$ cat config.mk
export PLATFORM = sky130hd
export DESIGN_NAME = seven_seg_scan_ctrl
export DESIGN_NICKNAME = d
export VERILOG_FILES = /design/src/rtl/seven_seg_scan_ctrl.sv
export SDC_FILE = /design/constraint.sdc
export NUM_CORES = 1
export LEC_CHECK = 0
export BUFFER_PORTS_ARGS = -buffer_cell sky130_fd_sc_hd__buf_2
export CAP_MARGIN = 40
export CORE_MARGIN = 2
export CORE_UTILIZATION = 50
export CTS_BUF_LIST = sky130_fd_sc_hd__clkbuf_4
export DETAILED_ROUTE_END_ITERATION = 16
export PLACE_DENSITY = 0.69
export SETUP_SLACK_MARGIN = 0.05
export SLEW_MARGIN = 20
export SYNTH_ARGS = -nofsm -noshare
export SYNTH_HDL_FRONTEND = slang
export SYNTH_SLANG_ARGS = --single-unit
$ cat constraint.sdc
create_clock -name clk -period 2.9 [get_ports clk]
set_input_delay 0.58 -clock clk [delete_from_list [all_inputs] [get_ports clk]]
set_output_delay 0.58 -clock clk [all_outputs]
set_load 0.02 [all_outputs]
$ cat src/rtl/seven_seg_scan_ctrl.sv
// rtl/seven_seg_scan_ctrl.sv - multiplexed 7-segment scan controller with frame-aligned shadow word
module seven_seg_scan_ctrl #(
  parameter int NUM_DIGITS   = 4,
  parameter int PRESCALE     = 50000,
  parameter int BLANK_CYCLES = 16
) (
  input  logic                    clk,
  input  logic                    rst_n,
  input  logic                    wr_valid,
  output logic                    wr_ready,
  input  logic [4*NUM_DIGITS-1:0] wr_data,
  input  logic                    lzb_en,
  output logic [3:0]              digit_code,
  output logic [NUM_DIGITS-1:0]   an_n,
  output logic                    frame_done
);

  localparam int CW = $clog2(PRESCALE);
  localparam int IW = (NUM_DIGITS > 1) ? $clog2(NUM_DIGITS) : 1;
  localparam int DW = 4 * NUM_DIGITS;

  localparam logic [CW-1:0] CNT_LAST   = CW'(PRESCALE - 1);
  localparam logic [CW-1:0] BLANK_LAST = CW'(BLANK_CYCLES - 1);
  localparam logic [IW-1:0] IDX_LAST   = IW'(NUM_DIGITS - 1);

  localparam logic [0:0] ST_BLANK = 1'b0;
  localparam logic [0:0] ST_DRIVE = 1'b1;

  logic [CW-1:0]         r_cnt;
  logic [IW-1:0]         r_idx;
  logic [0:0]            r_state;
  logic [DW-1:0]         r_active;
  logic [DW-1:0]         r_pend;
  logic                  r_pend_full;
  logic                  r_lzb;
  logic [NUM_DIGITS-1:0] r_an_n;
  logic [3:0]            r_code;
  logic                  r_frame_done;

  logic                  w_slot_end;
  logic                  w_frame_end;
  logic                  w_accept;
  logic [CW-1:0]         w_cnt_nxt;
  logic [IW-1:0]         w_idx_nxt;
  logic [0:0]            w_state_nxt;
  logic [DW-1:0]         w_active_nxt;
  logic                  w_lzb_nxt;
  logic [NUM_DIGITS-1:0] w_lz;
  logic                  w_lz_run;
  logic                  w_lz_sel;
  logic [3:0]            w_code_sel;
  logic                  w_blank;
  logic [NUM_DIGITS-1:0] w_an_nxt;
  logic                  w_frame_done_nxt;

  assign w_slot_end  = (r_cnt == CNT_LAST);
  assign w_frame_end = w_slot_end && (r_idx == IDX_LAST);
  assign w_accept    = wr_valid && !r_pend_full;
  assign wr_ready    = ~r_pend_full;

  // Next slot position, FSM state, displayed word and blanking mode
  always_comb begin
    w_cnt_nxt = w_slot_end ? '0 : r_cnt + CW'(1);
    w_idx_nxt = r_idx;
    if (w_slot_end) begin
      w_idx_nxt = (r_idx == IDX_LAST) ? '0 : r_idx + IW'(1);
    end
    w_state_nxt = r_state;
    if (r_state == ST_BLANK) begin
      if (r_cnt == BLANK_LAST) w_state_nxt = ST_DRIVE;
    end else begin
      if (w_slot_end) w_state_nxt = ST_BLANK;
    end
    // New word only lands at the frame wrap; an empty pending slot lets a
    // same-cycle write bypass straight into the active word.
    w_active_nxt = r_active;
    if (w_frame_end) begin
      if (r_pend_full) w_active_nxt = r_pend;
      else if (w_accept) w_active_nxt = wr_data;
    end
    w_lzb_nxt = w_slot_end ? lzb_en : r_lzb;
  end

  // Decode the next cycle's outputs from the next-state values so outputs stay registered
  always_comb begin
    w_lz_run   = 1'b1;
    w_lz       = '0;
    w_lz_sel   = 1'b0;
    w_code_sel = 4'hF;
    for (int k = NUM_DIGITS - 1; k >= 0; k--) begin
      w_lz_run = w_lz_run && (w_active_nxt[4*k +: 4] == 4'h0);
      w_lz[k]  = w_lz_run;
    end
    for (int k = 0; k < NUM_DIGITS; k++) begin
      if (w_idx_nxt == IW'(k)) begin
        w_code_sel = w_active_nxt[4*k +: 4];
        w_lz_sel   = w_lz[k];
      end
    end
    w_blank = w_lzb_nxt && (w_idx_nxt != '0) && w_lz_sel;
    for (int k = 0; k < NUM_DIGITS; k++) begin
      w_an_nxt[k] = !((w_state_nxt == ST_DRIVE) && !w_blank && (w_idx_nxt == IW'(k)));
    end
    w_frame_done_nxt = (w_cnt_nxt == CNT_LAST) && (w_idx_nxt == IDX_LAST);
  end

  // Slot counter, digit index, scan state and slot-sampled blanking mode
  always_ff @(posedge clk or negedge rst_n) begin
    if (!rst_n) begin
      r_cnt   <= '0;
      r_idx   <= '0;
      r_state <= ST_BLANK;
      r_lzb   <= 1'b0;
    end else begin
      r_cnt   <= w_cnt_nxt;
      r_idx   <= w_idx_nxt;
      r_state <= w_state_nxt;
      r_lzb   <= w_lzb_nxt;
    end
  end

  // Host word path: pending shadow register and frame-aligned active word
  always_ff @(posedge clk or negedge rst_n) begin
    if (!rst_n) begin
      r_active    <= {DW{1'b1}};
      r_pend      <= '0;
      r_pend_full <= 1'b0;
    end else begin
      r_active <= w_active_nxt;
      if (w_frame_end && r_pend_full) begin
        r_pend_full <= 1'b0;
      end else if (w_accept && !w_frame_end) begin
        r_pend      <= wr_data;
        r_pend_full <= 1'b1;
      end
    end
  end

  // Registered display outputs
  always_ff @(posedge clk or negedge rst_n) begin
    if (!rst_n) begin
      r_an_n       <= {NUM_DIGITS{1'b1}};
      r_code       <= 4'hF;
      r_frame_done <= 1'b0;
    end else begin
      r_an_n       <= w_an_nxt;
      r_code       <= w_blank ? 4'hF : w_code_sel;
      r_frame_done <= w_frame_done_nxt;
    end
  end

  assign an_n       = r_an_n;
  assign digit_code = r_code;
  assign frame_done = r_frame_done;

endmodule

Word-level counts from Yosys, hierarchy flattened
Cells that the tools add are included.

Muxes and demuxes: 21. Bitwise operators: 2. Reduce and logical (&&, ||, !) cells: 30. $add $sub $neg: 2. Equality and inequality tests: 7.

Operator list (count): 16-bit 2-to-1 mux (4); 16-bit equality test (second input constant) (2); 4-bit 2-to-1 mux (5); 16-bit by 1-bit adder with 16-bit output (second input constant) (1); 16-bit by 4-bit equality test with 1-bit output (second input constant) (1); 4-bit zero test (4); 1-bit logical AND (15); 1-bit 2-to-1 mux (10); 1-bit zero test (7); 2-bit equality test (second input constant) (3); 2-bit 2-to-1 mux (2); 2-bit nonzero test (2); 2-bit by 1-bit adder with 2-bit output (second input constant) (1); 2-bit by 1-bit equality test with 1-bit output (second input constant) (1); 2-bit zero test (1); 1-bit inverter (2); 2-bit AND reduction (1).

Register bits after elaboration: 62. Output and inout bits: 10. Word-level logic and storage cells: 72. Bits of input ports: 20.

Longest topological paths before layout
Gate-level depths: netlist (run 1).

Word-level depth: 18. Depth in mapped cells: 10. Gate-level depth less buffers: 10.

Worst setup path before layout (run 1)
No wires, ideal clock.

Kind: reg-to-reg. Start: reg r_cnt[5]. End: reg r_code[2], in the netlist digit_code[2]. Data required time: 2.808 ns. Cell stages (with the launch flop): 8. Path buffers: 1. Arrival: 2.045 ns. Setup time: 0.092 ns. Path slack: 0.763 ns. Clock period less this slack: 2.137 ns. Cell sequence: dfrtp_1 > nor4_4 > nand4_4 > or3_4 > buf_6 > a21o_1 > a221oi_2 > nand3_1.

Cells in the longest elaborated chain, start to end: 13. Elaborated cells on any way between the ends: 28. Classes of those cells: eq/ne (4); mux (12); reduce/logical (12).

Ends and longest elaborated chain: from (decl) (line 29) `logic [CW-1:0] r_cnt;`; from (signal assigned) (line 115) `r_cnt <= w_cnt_nxt;`; 16-bit equality test * (line 56) `assign w_slot_end = (r_cnt == CNT_LAST);`; 1-bit logical AND * (line 57) `assign w_frame_end = w_slot_end && (r_idx == IDX_LAST);`; 16-bit 2-to-1 mux * (line 77) `if (w_frame_end) begin`; via w_active_nxt[10] (line 46) `logic [DW-1:0] w_active_nxt;`; 4-bit zero test (line 91) `w_lz_run = w_lz_run && (w_active_nxt[4*k +: 4] == 4'h0);`; 1-bit logical AND (3 in a row) (line 91); 1-bit 2-to-1 mux (4 in a row) (line 95) `if (w_idx_nxt == IW'(k)) begin`; 1-bit logical AND (line 100) `w_blank = w_lzb_nxt && (w_idx_nxt != '0) && w_lz_sel;`; 4-bit 2-to-1 mux * (line 147) `r_code <= w_blank ? 4'hF : w_code_sel;`; to (signal assigned) (line 147); to (decl) (line 37) `logic [3:0] r_code;`.

The timed path passes the listed nets; every way through them passes the cells marked *. A chain may end at the register's enable or synchronous reset.

Worst setup path in the final report (run 1)
Start: reg r_cnt[0]. End: reg r_code[0], in the netlist digit_code[0].

Same word-level chain as after synthesis.

==> out/metrics.yaml, run 1 <==
rows: 27
fp.dieArea_um2: 6430
status: "completed"
syn_area_um2: 2900
wl_per_cell_um: 16.5
yosys.area_share.simple_pct: 21.5
syn_inst: 269
path_class: "reg2reg"
clockBufferDepth: 2
setup_viol: 0
crit_arrival_ps: 2960
vias_per_cell: 5.82
cts.clk_slew.worst_paths_ps: 100
die_h_um: 80.2
cts.sinks: 62
p_per_area_nw_per_um2: 494
drive_gt1_share_pct: 31.3
max_freq_ghz: 0.381
synth_top_area_share_pct: 32.8
place_ws_ps: 311
ctsResizeCount: 0
worst_slack_ps: 272
netlist_top_cells_area: "dfrtp_1 33%, dfstp_2 22%, nand2_1 5.3%"
place.gp.congestion: 0.830
fin_setup_tns_ps: 0
core_um2: 5540
max-cap-violations: 0
dpl-instance-area_um2: 3130
area_delta_synth_final_pct: 14.1
yosysSeqAreaShare_pct: 54.5
track_usage_pct: 22.1
nNetsFinal: 327
drc: 0
synth-compound-area-share_pct: 11.4
grt_max_degree: 39
portBuffers: 29
critPathMaxFanout: 13
num_antenna_cells: 0
grt_overflow: 0
antenna_left: 0
synthArstFlopShare_pct: 100
die_x_um: 80.2
hold_viol_final: 0
dr.pass1.iters: 4
slew_headroom_pct: 58.0
p_int_mw: 1.27
synth_xor_area_share_pct: 4.23
critPathLaunchType: "flip-flop"
total_power_mw: 1.63
p_leak_nw: 1.56
cts_tree: "done"
numCtsBuffers: 9
ios: 30
layout_min_cycle_time_ps: 2630
post_cts_buffers: 0
avgSynthCellArea_um2: 10.8
synth-edff-count: 0
clockRootBuffer: "clkbuf_4"
rsz0062_at_grt: "no"
final.period_utilization_pct: 90.6
ir_drop_mv: 0.270
regToRegSetupSlack_ps: 270
design_area_um2: 3310
dpl.hpwl_um: 4540
maxSlewViolCount: 0
crit_path_end_kind: "flip-flop"
power_frac_seq_pct: 54.9
switching_share_pct: 22.2
synthAdderAreaFrac_pct: 0.863
hp-class: "in2async"
synthMuxAreaShare_pct: 5.00
ys_types: 42
power_frac_comb_pct: 3.9
switchingPower_uw: 363
clk_latency_ps: 420
tightest_slew_ps: 625
wirelength_um: 6310
yosys_warnings: 0
grt_pass1_vias: 2146
synth_top_family_by_area: "simple AND/OR/NAND/NOR gates"
htreeDepth: 3
fin_skew_ps: 16.9
vias: 2224
synth_flop_cell: "dfrtp_1"
antenna_found_initial: 0
yosysTopAreaCell: "dfrtp_1"
power_frac_clock_pct: 41.2
cp.required_ps: 3230
holdBufCountCts: 0
drtIter0Drc: 195
grt_pass1_wl_um: 10600
start_util_pct: 52.3
syn_nets: 291
ys_ff_latch: 62
## routing by layer
layer	up-vias	wire [µm]	part of all wire (%)	GRT usage, %
met5	-	0	0	0
met4	0	95	1.5	9.66
li1	1048	-	-	-
met3	11	311	4.9	4.94
met1	1110	3080	49	31.6
met2	55	2820	45	32.3
## final cells by class
type | count | area (µm²)
Inverter | 9 | 33.8
Tap cell | 72 | 90.1
Clock inverter | 6 | 86.3
Fill cell | 493 | 2230
Multi-Input combinational cell | 191 | 1250
Timing Repair Buffer | 32 | 188
Sequential cell | 62 | 1580
Clock buffer | 10 | 75.1
## critical path, stage by stage (launching register included)
cell	delay, ps
dfrtp_1	420
ha_1	240
and4_1	210
and4_2	350
and3_1	350
a22o_1	240
a21o_2	200
a221oi_1	400
nand3_1	140
## path summary, 6_finish.rpt
| kind | start | endpoint | depth (start not counted) |
|---|---|---|---|
| worst min register to register | r_active[1] | r_active[1] | 2 |
| worst max register to register | r_cnt[0] | digit_code[0] | 8 |
| max in group asynchronous | rst_n | digit_code[1] | 2 |
| worst max-delay path | r_cnt[0] | digit_code[0] | 8 |
| worst min-delay path | rst_n | r_cnt[7] | 1 |
| min in group clk | wr_data[14] | r_pend[14] | 3 |
## cells in the final DEF, fill, tap and decap left out, drive strengths merged, types with 6 or more instances in the layout
cell type and instances:
nor3 6, xnor2 6, and2 7, clkbuf 10
a21o 6, nand4 7, o21ai 7, buf 32
dfstp 24, inv 9, nand3 15, dfrtp 38
nor4 7, a22oi 10, mux2 12, nand2 41
xor2 8, nor2 18
## cells in the mapped netlist (all sizes together) (2+ instances only)
cell,number
mux2,12
inv,9
xor2,8
a32oi,4
xnor2,6
nand2,41
nor2,18
and4,4
dfstp,24
nand3,15
nor4,7
a22oi,10
a21oi,4
o211ai,4
ha,2
a22o,4
o21ai,7
buf,4
or4,3
a221oi,3
dfrtp,38
a21o,6
o41ai,2
and3,5
nor3,6
clkbuf,3
and2,7
nand4,7
## per-stage QoR
| stage | hold slack (ps) | cells | utilization, % |
|---|---|---|---|
| after CTS | 159 | 381 | 59.4 |
| after global placement | 459 | 365 | 56.5 |
| after detailed placement | 460 | 365 | 56.5 |
| after global routing | 191 | 382 | 59.7 |
| final | 165 | 382 | 59.7 |
| after floorplan | 284 | 269 | - |
## cell families (layout without fill, tap and decap cells)
kind of cell / count (synthesis) / in the layout
and+or+nand+nor: 118 / 118
xor gates and xnor gates: 14 / 14
buffers and inverters: 16 / 57
DFF: 62 / 62
muxes: 13 / 13
AOI/OAI and AO/OA: 44 / 44
adders and majority gates: 2 / 2
## flip-flops by register name (all words and copies together), names as in the netlist
signal	cells
r_idx	2
r_pend_full	1
r_state	1
digit_code	4
r_lzb	1
r_active	16
frame_done	1
r_pend	16
an_n	4
r_cnt	16
## power groups by stage
stage | clock network [mW] | registers (mW) | logic, mW
floorplan | 0 | 0.910 | 0.0217
global placement | 0 | 0.912 | 0.0628
detailed placement | 0 | 0.914 | 0.0648
CTS | 0.693 | 0.898 | 0.0651
global route | 0.721 | 0.901 | 0.0722
finish | 0.673 | 0.898 | 0.0634
Power figures use the tool's default switching activity.
==> run 2, diff against run 1 <==
- CELL_PAD_IN_SITES_DETAIL_PLACEMENT: not set -> 1
- CELL_PAD_IN_SITES_GLOBAL_PLACEMENT: not set -> 1
- CORE_UTILIZATION: 50 -> 48
- PLACE_DENSITY: 0.69 -> 0.81
- clock period: 2.9 -> 3 ns (I/O delays scaled with it)
==> run 2 against run 1 <==
  * Core utilization decreased by 3.3 points
  * Sequential cell count is the same
  * Largest power group unchanged
  * Sequential share of layout area shrank 0.14 points
==> out/metrics.yaml, run 2 (synthesis results as in run 1) <==
status: "completed"
stdcell_count: 387  # +1.3%
grt_max_degree: 37  # -5.1%
clk_latency_ps: 420  # about the same
crit_slowest_cell: "dfrtp_1"
path_class: "reg2reg"
crit_path_end_kind: "flip-flop"
max-cap-violations: 0  # unchanged
ir_drop_mv: 0.252  # -6.8%
layout_min_cycle_time_ps: 2690  # +63.5 ps
maxSlewViolCount: 0  # unchanged
crit_arrival_ps: 3040  # +80 ps
clockBufferDepth: 2  # unchanged
die_x_um: 81.7  # +2.0%
fp.dieArea_um2: 6680  # +4.0%
max_freq_ghz: 0.372  # -2.4%
numCtsBuffers: 9  # unchanged
slowest_delay_ps: 420  # about the same
dpl.hpwl_um: 5260  # +16%
start_util_pct: 49.3  # -3.1 points
layout_commonest_cell: "nand2_1"
num_antenna_cells: 0  # unchanged
rsz0062_at_grt: "no"
worst_slack_ps: 308  # +36.5 ps
critPathMaxFanout: 7  # -6
slew_headroom_pct: 57.3  # -0.64 points
ios: 30  # unchanged
clockRootBuffer: "clkbuf_4"
placed_cells: 369  # +1.1%
die_h_um: 81.7  # +2.0%
path_cells: "ha_1, nor4b_1, nand4_1, nand2_1, o211ai_1, nor4_1, nand4_1, buf_4, nand3_1"
core_um2: 5890  # +6.2%
drc: 0  # unchanged
cts.clk_slew.worst_paths_ps: 110  # about the same
regToRegSetupSlack_ps: 310  # +40 ps
cp.required_ps: 3350  # +120 ps
final.period_utilization_pct: 89.7  # -0.91 points
place_ws_ps: 323  # +12.6 ps
tightest_slew_ps: 635  # +10.5 ps
design_area_um2: 3320  # +0.30%
area_delta_synth_final_pct: 14.4
fin_skew_ps: 16.1  # -0.834 ps
drtIter0Drc: 122  # -37%
setup_viol: 0  # unchanged
drive_gt1_share_pct: 31.1  # -0.20 points
p_leak_nw: 1.56  # +0.20%
fin_util_pct: 56.4  # -3.3 points
grt_pass1_vias: 2357  # +9.8%
layout_common_cells: "41 x nand2_1, 38 x dfrtp_1, 29 x buf_2"
grt_pass1_wl_um: 11800  # +11%
cts_tree: "done"
nNetsFinal: 329  # +0.61%
reg_top3: "r_active: 16 flops, r_cnt: 16 flops, r_pend: 16 flops"
wirelength_um: 7420  # +17%
critPathLaunchType: "flip-flop"
p_per_area_nw_per_um2: 474  # -4.1%
vias_per_cell: 5.89  # +1.1%
cp_common_cell: "nand4_1"
wl_per_cell_um: 19.2  # +16%
portBuffers: 29  # unchanged
hold_viol_final: 0  # unchanged
grt_overflow: 0  # unchanged
htreeDepth: 3  # unchanged
fin_setup_tns_ps: 0  # unchanged
dr.pass1.iters: 5  # +1
dpl-instance-area_um2: 3140  # +0.36%
hp-class: "in2async"
vias: 2279  # +2.5%
rows: 28  # +3.7%
place.gp.congestion: 0.892  # +7.5%
cts.sinks: 62  # unchanged
antenna_left: 0  # unchanged
track_usage_pct: 24.3  # +2.2 points
antenna_found_initial: 0  # unchanged
## run 2: cell count changes in the layout (fill, tap and decap cells not counted), sizes merged
cell,before,now
clkbuf,10,9
buf,32,34
clkinv,3,4
## run 2: path summary, 6_finish.rpt
check	start	to	depth (start not counted)
max	r_idx[0]	an_n[3]	9
min	rst_n	r_cnt[8]	1
max reg2reg	r_idx[0]	an_n[3]	9
min reg2reg	r_active[7]	r_active[7]	2
max in group asynchronous	rst_n	digit_code[0]	2
min in group clk	wr_data[14]	r_pend[14]	3
## run 2: report_power, final
group	internal, mW	leakage, nW	switching (mW)	total, mW
Clock	0.332	0.0810	0.312	0.644
Sequential	0.857	0.727	0.0110	0.868
Combinational	0.0262	0.752	0.0346	0.0607
Total	1.22	1.56	0.357	1.57
## run 2: layout make-up
cell class	instances	area [µm²]
Multi-Input combinational cell	191	1250
Clock inverter	7	88.8
Timing Repair Buffer	34	199
Sequential cell	62	1580
Tap cell	75	93.8
Clock buffer	9	67.6
Fill cell	663	2570
Inverter	9	33.8
## run 2: critical path: cells and delay by family, from the launching register on
kind / cells / cell delay [ps]
and+or+nand+nor: 6 / 1500
buffers and inverters: 1 / 190
adders and majority gates: 1 / 320
DFF: 1 / 420
AOI/OAI and AO/OA: 1 / 190
## run 2: repair_timing
| action | in CTS | in global routing |
|---|---|---|
| hold buffers | 0 | 0 |
| buffers inserted | 0 | 1 |
| gates resized for setup | 0 | 0 |
| setup endpoints to repair | 0 | 7 |
## run 2: metal layers
layer  vias up  part of all wire, %  global-route usage, %
met2        47                   48                   37.6
met4         0                  2.1                   11.3
met5         -                    0                      0
met3        14                  3.9                   5.82
met1      1159                   46                   32.2
li1       1059                    -                      -
## run 2: stage by stage
step	hold WS (ps)	power, mW
finish	186	1.57
global route	227	1.63
CTS	188	1.59
detailed placement	461	0.945
global placement	455	0.941
floorplan	304	0.900
==> run 3, diff against run 2 <==
- BUFFER_PORTS_ARGS: -buffer_cell sky130_fd_sc_hd__buf_2 -> -buffer_cell sky130_fd_sc_hd__clkbuf_2
- CTS_BUF_LIST: sky130_fd_sc_hd__clkbuf_4 -> sky130_fd_sc_hd__clkbuf_8
==> run 3 against run 2 <==
  * Sequential cell count unchanged
  * Die area unchanged
  * Design area up 0.41%
  * Global-route usage up 1.8 points
  * Critical path type unchanged
  * Sequential share of layout area down 0.20 points
  * Power up 0.44%
  * Fmax down 1.3%
  * Largest cell class unchanged
  * Critical path depth unchanged
  * Hold slack better by 41 ps
  * Register-to-register slack worse by 40 ps
  * Highest routed layer unchanged
  * First-iteration DRC count down 20%
  * Largest power group unchanged
  * Clock skew down 7.1 ps
==> out/metrics.yaml, run 3 (synthesis results as in run 1) <==
antenna_found_initial: 0  # unchanged
critPathMaxFanout: 7  # unchanged
holdWs_ps: 227  # +41.4 ps
layout_commonest_cell: "nand2_1"
crit_path_end_kind: "flip-flop"
area_delta_synth_final_pct: 14.9
ios: 30  # unchanged
num_antenna_cells: 0  # unchanged
cts.clk_slew.worst_paths_ps: 70  # -40 ps
regArea_um2: 1580  # unchanged
slew_headroom_pct: 43.6  # -14 points
drtIter0Drc: 98  # -20%
max-cap-violations: 0  # unchanged
place_ws_ps: 243  # -80.3 ps
clk_latency_ps: 350  # -70 ps
p_leak_nw: 1.56  # about the same
numCtsBuffers: 9  # unchanged
setup_viol: 0  # unchanged
htreeDepth: 3  # unchanged
layout_common_cells: "41 x nand2_1, 38 x dfrtp_1, 29 x clkbuf_2"
total_power_mw: 1.58  # +0.44%
cts_tree: "done"
die_h_um: 81.7  # unchanged
highest_layer: "met4"
fp.dieArea_um2: 6680  # unchanged
drive_gt1_share_pct: 31.5  # +0.42 points
vias_per_cell: 5.90  # +0.26%
wl_met1_um: 3440  # +0.35%
grt_max_degree: 34  # -8.1%
cp.required_ps: 3280  # -70 ps
grt_overflow: 0  # unchanged
multi_input_area_um2: 1250  # unchanged
fin_skew_ps: 8.97  # -7.11 ps
maxSlewViolCount: 0  # unchanged
vias: 2279  # unchanged
hp-class: "in2async"
fillers: 654  # -1.4%
grt_pass1_vias: 2403  # +2.0%
wl_per_cell_um: 20.1  # +4.9%
wl_met2_um: 3920  # +11%
reg_top3: "r_active: 16 flops, r_cnt: 16 flops, r_pend: 16 flops"
crit_arrival_ps: 3010  # -30 ps
dr.pass1.iters: 4  # -1
fin_setup_tns_ps: 0  # unchanged
p_per_area_nw_per_um2: 474  # about the same
layout_min_cycle_time_ps: 2730  # +36.0 ps
tightest_slew_ps: 845  # +210 ps
cts.sinks: 62  # unchanged
final.period_utilization_pct: 90.9  # +1.2 points
drc: 0  # unchanged
clockRootBuffer: "clkbuf_8"
core_um2: 5890  # unchanged
rows: 28  # unchanged
portBuffers: 29  # unchanged
hold_viol_final: 0  # unchanged
critPathLaunchType: "flip-flop"
path_class: "reg2reg"
met3WireLength_um: 294  # +2.8%
ctsResizeCount: 0  # unchanged
max_freq_ghz: 0.367  # -1.3%
wirelength_um: 7760  # +4.6%
antenna_left: 0  # unchanged
worst_slack_ps: 272  # -36.0 ps
clockBufferDepth: 2  # unchanged
grt_pass1_wl_um: 12500  # +5.7%
dpl.hpwl_um: 5580  # +6.1%
place.gp.congestion: 0.813  # -8.9%
nNetsFinal: 329  # unchanged
track_usage_pct: 26.1  # +1.8 points
die_x_um: 81.7  # unchanged
start_util_pct: 49.3  # unchanged
rsz0062_at_grt: "no"
ir_drop_mv: 0.261  # +3.9%
status: "completed"
==> run 3: cell count changes in the layout (fill, tap and decap cells not counted) <==
cell,before,now
bufinv_16,2,0
buf_6,1,0
buf_4,3,4
clkbuf_4,9,0
clkbuf_8,0,10
clkinvlp_4,1,3
buf_2,29,0
clkbuf_2,0,29
clkinv_1,2,0
==> run 3: cell type report <==
class	count	area share (%)
tap	75	2.82
sequential	62	47.5
multi-input combinational	191	37.6
inverter	9	1.01
clock inverter	5	1.09
timing repair buffer	34	5.86
clock buffer	10	4.13
==> run 3: path summary, 6_finish.rpt <==
| path | end | depth (start not counted) | slack, ps | startpoint |
|---|---|---|---|---|
| min | r_cnt[4] | 1 | 230 | rst_n |
| max | an_n[3] | 9 | 270 | r_idx[0] |
| min reg2reg | r_active[7] | 2 | 480 | r_active[7] |
| min in group clk | r_active[7] | 2 | 480 | r_active[7] |
| max in group asynchronous | an_n[0] | 2 | 2120 | rst_n |
| max reg2reg | an_n[3] | 9 | 270 | r_idx[0] |
==> run 3: worst max-delay path, stage by stage, from the launching register on <==
cell and delay, ps:
dfrtp_1 410, ha_1 300, nor4b_1 410, nand4_1 360, nand2_1 230, o211ai_1 200
nor4_1 310, nand4_1 130, buf_4 190, nand3_1 100
==> run 3: metrics by stage <==
stage               std cells  utilization, %  instance area [µm²]
floorplan                 269               -                 2900
global placement          370            53.5                 3150
detailed placement        370            53.5                 3150
CTS                       385            56.5                 3320
global route              386            56.6                 3330
finish                    386            56.6                 3330
==> run 3: layer usage <==
metal  up-vias  track usage, %
met1      1181            33.2
met2        45            41.5
met3         9            8.02
met5         -               0
met4         0            10.5
li1       1044               -
==> run 3: timing repair <==
action | 4_1_cts | 5_1_grt
setup buffers | 0 | 1
setup endpoints to repair | 0 | 7
hold buffers | 0 | 0
==> run 3: power breakdown <==
part           switching [mW]  total, mW  internal, mW
clock                   0.330      0.646         0.316
sequential             0.0118      0.870         0.858
combinational          0.0364     0.0634        0.0270
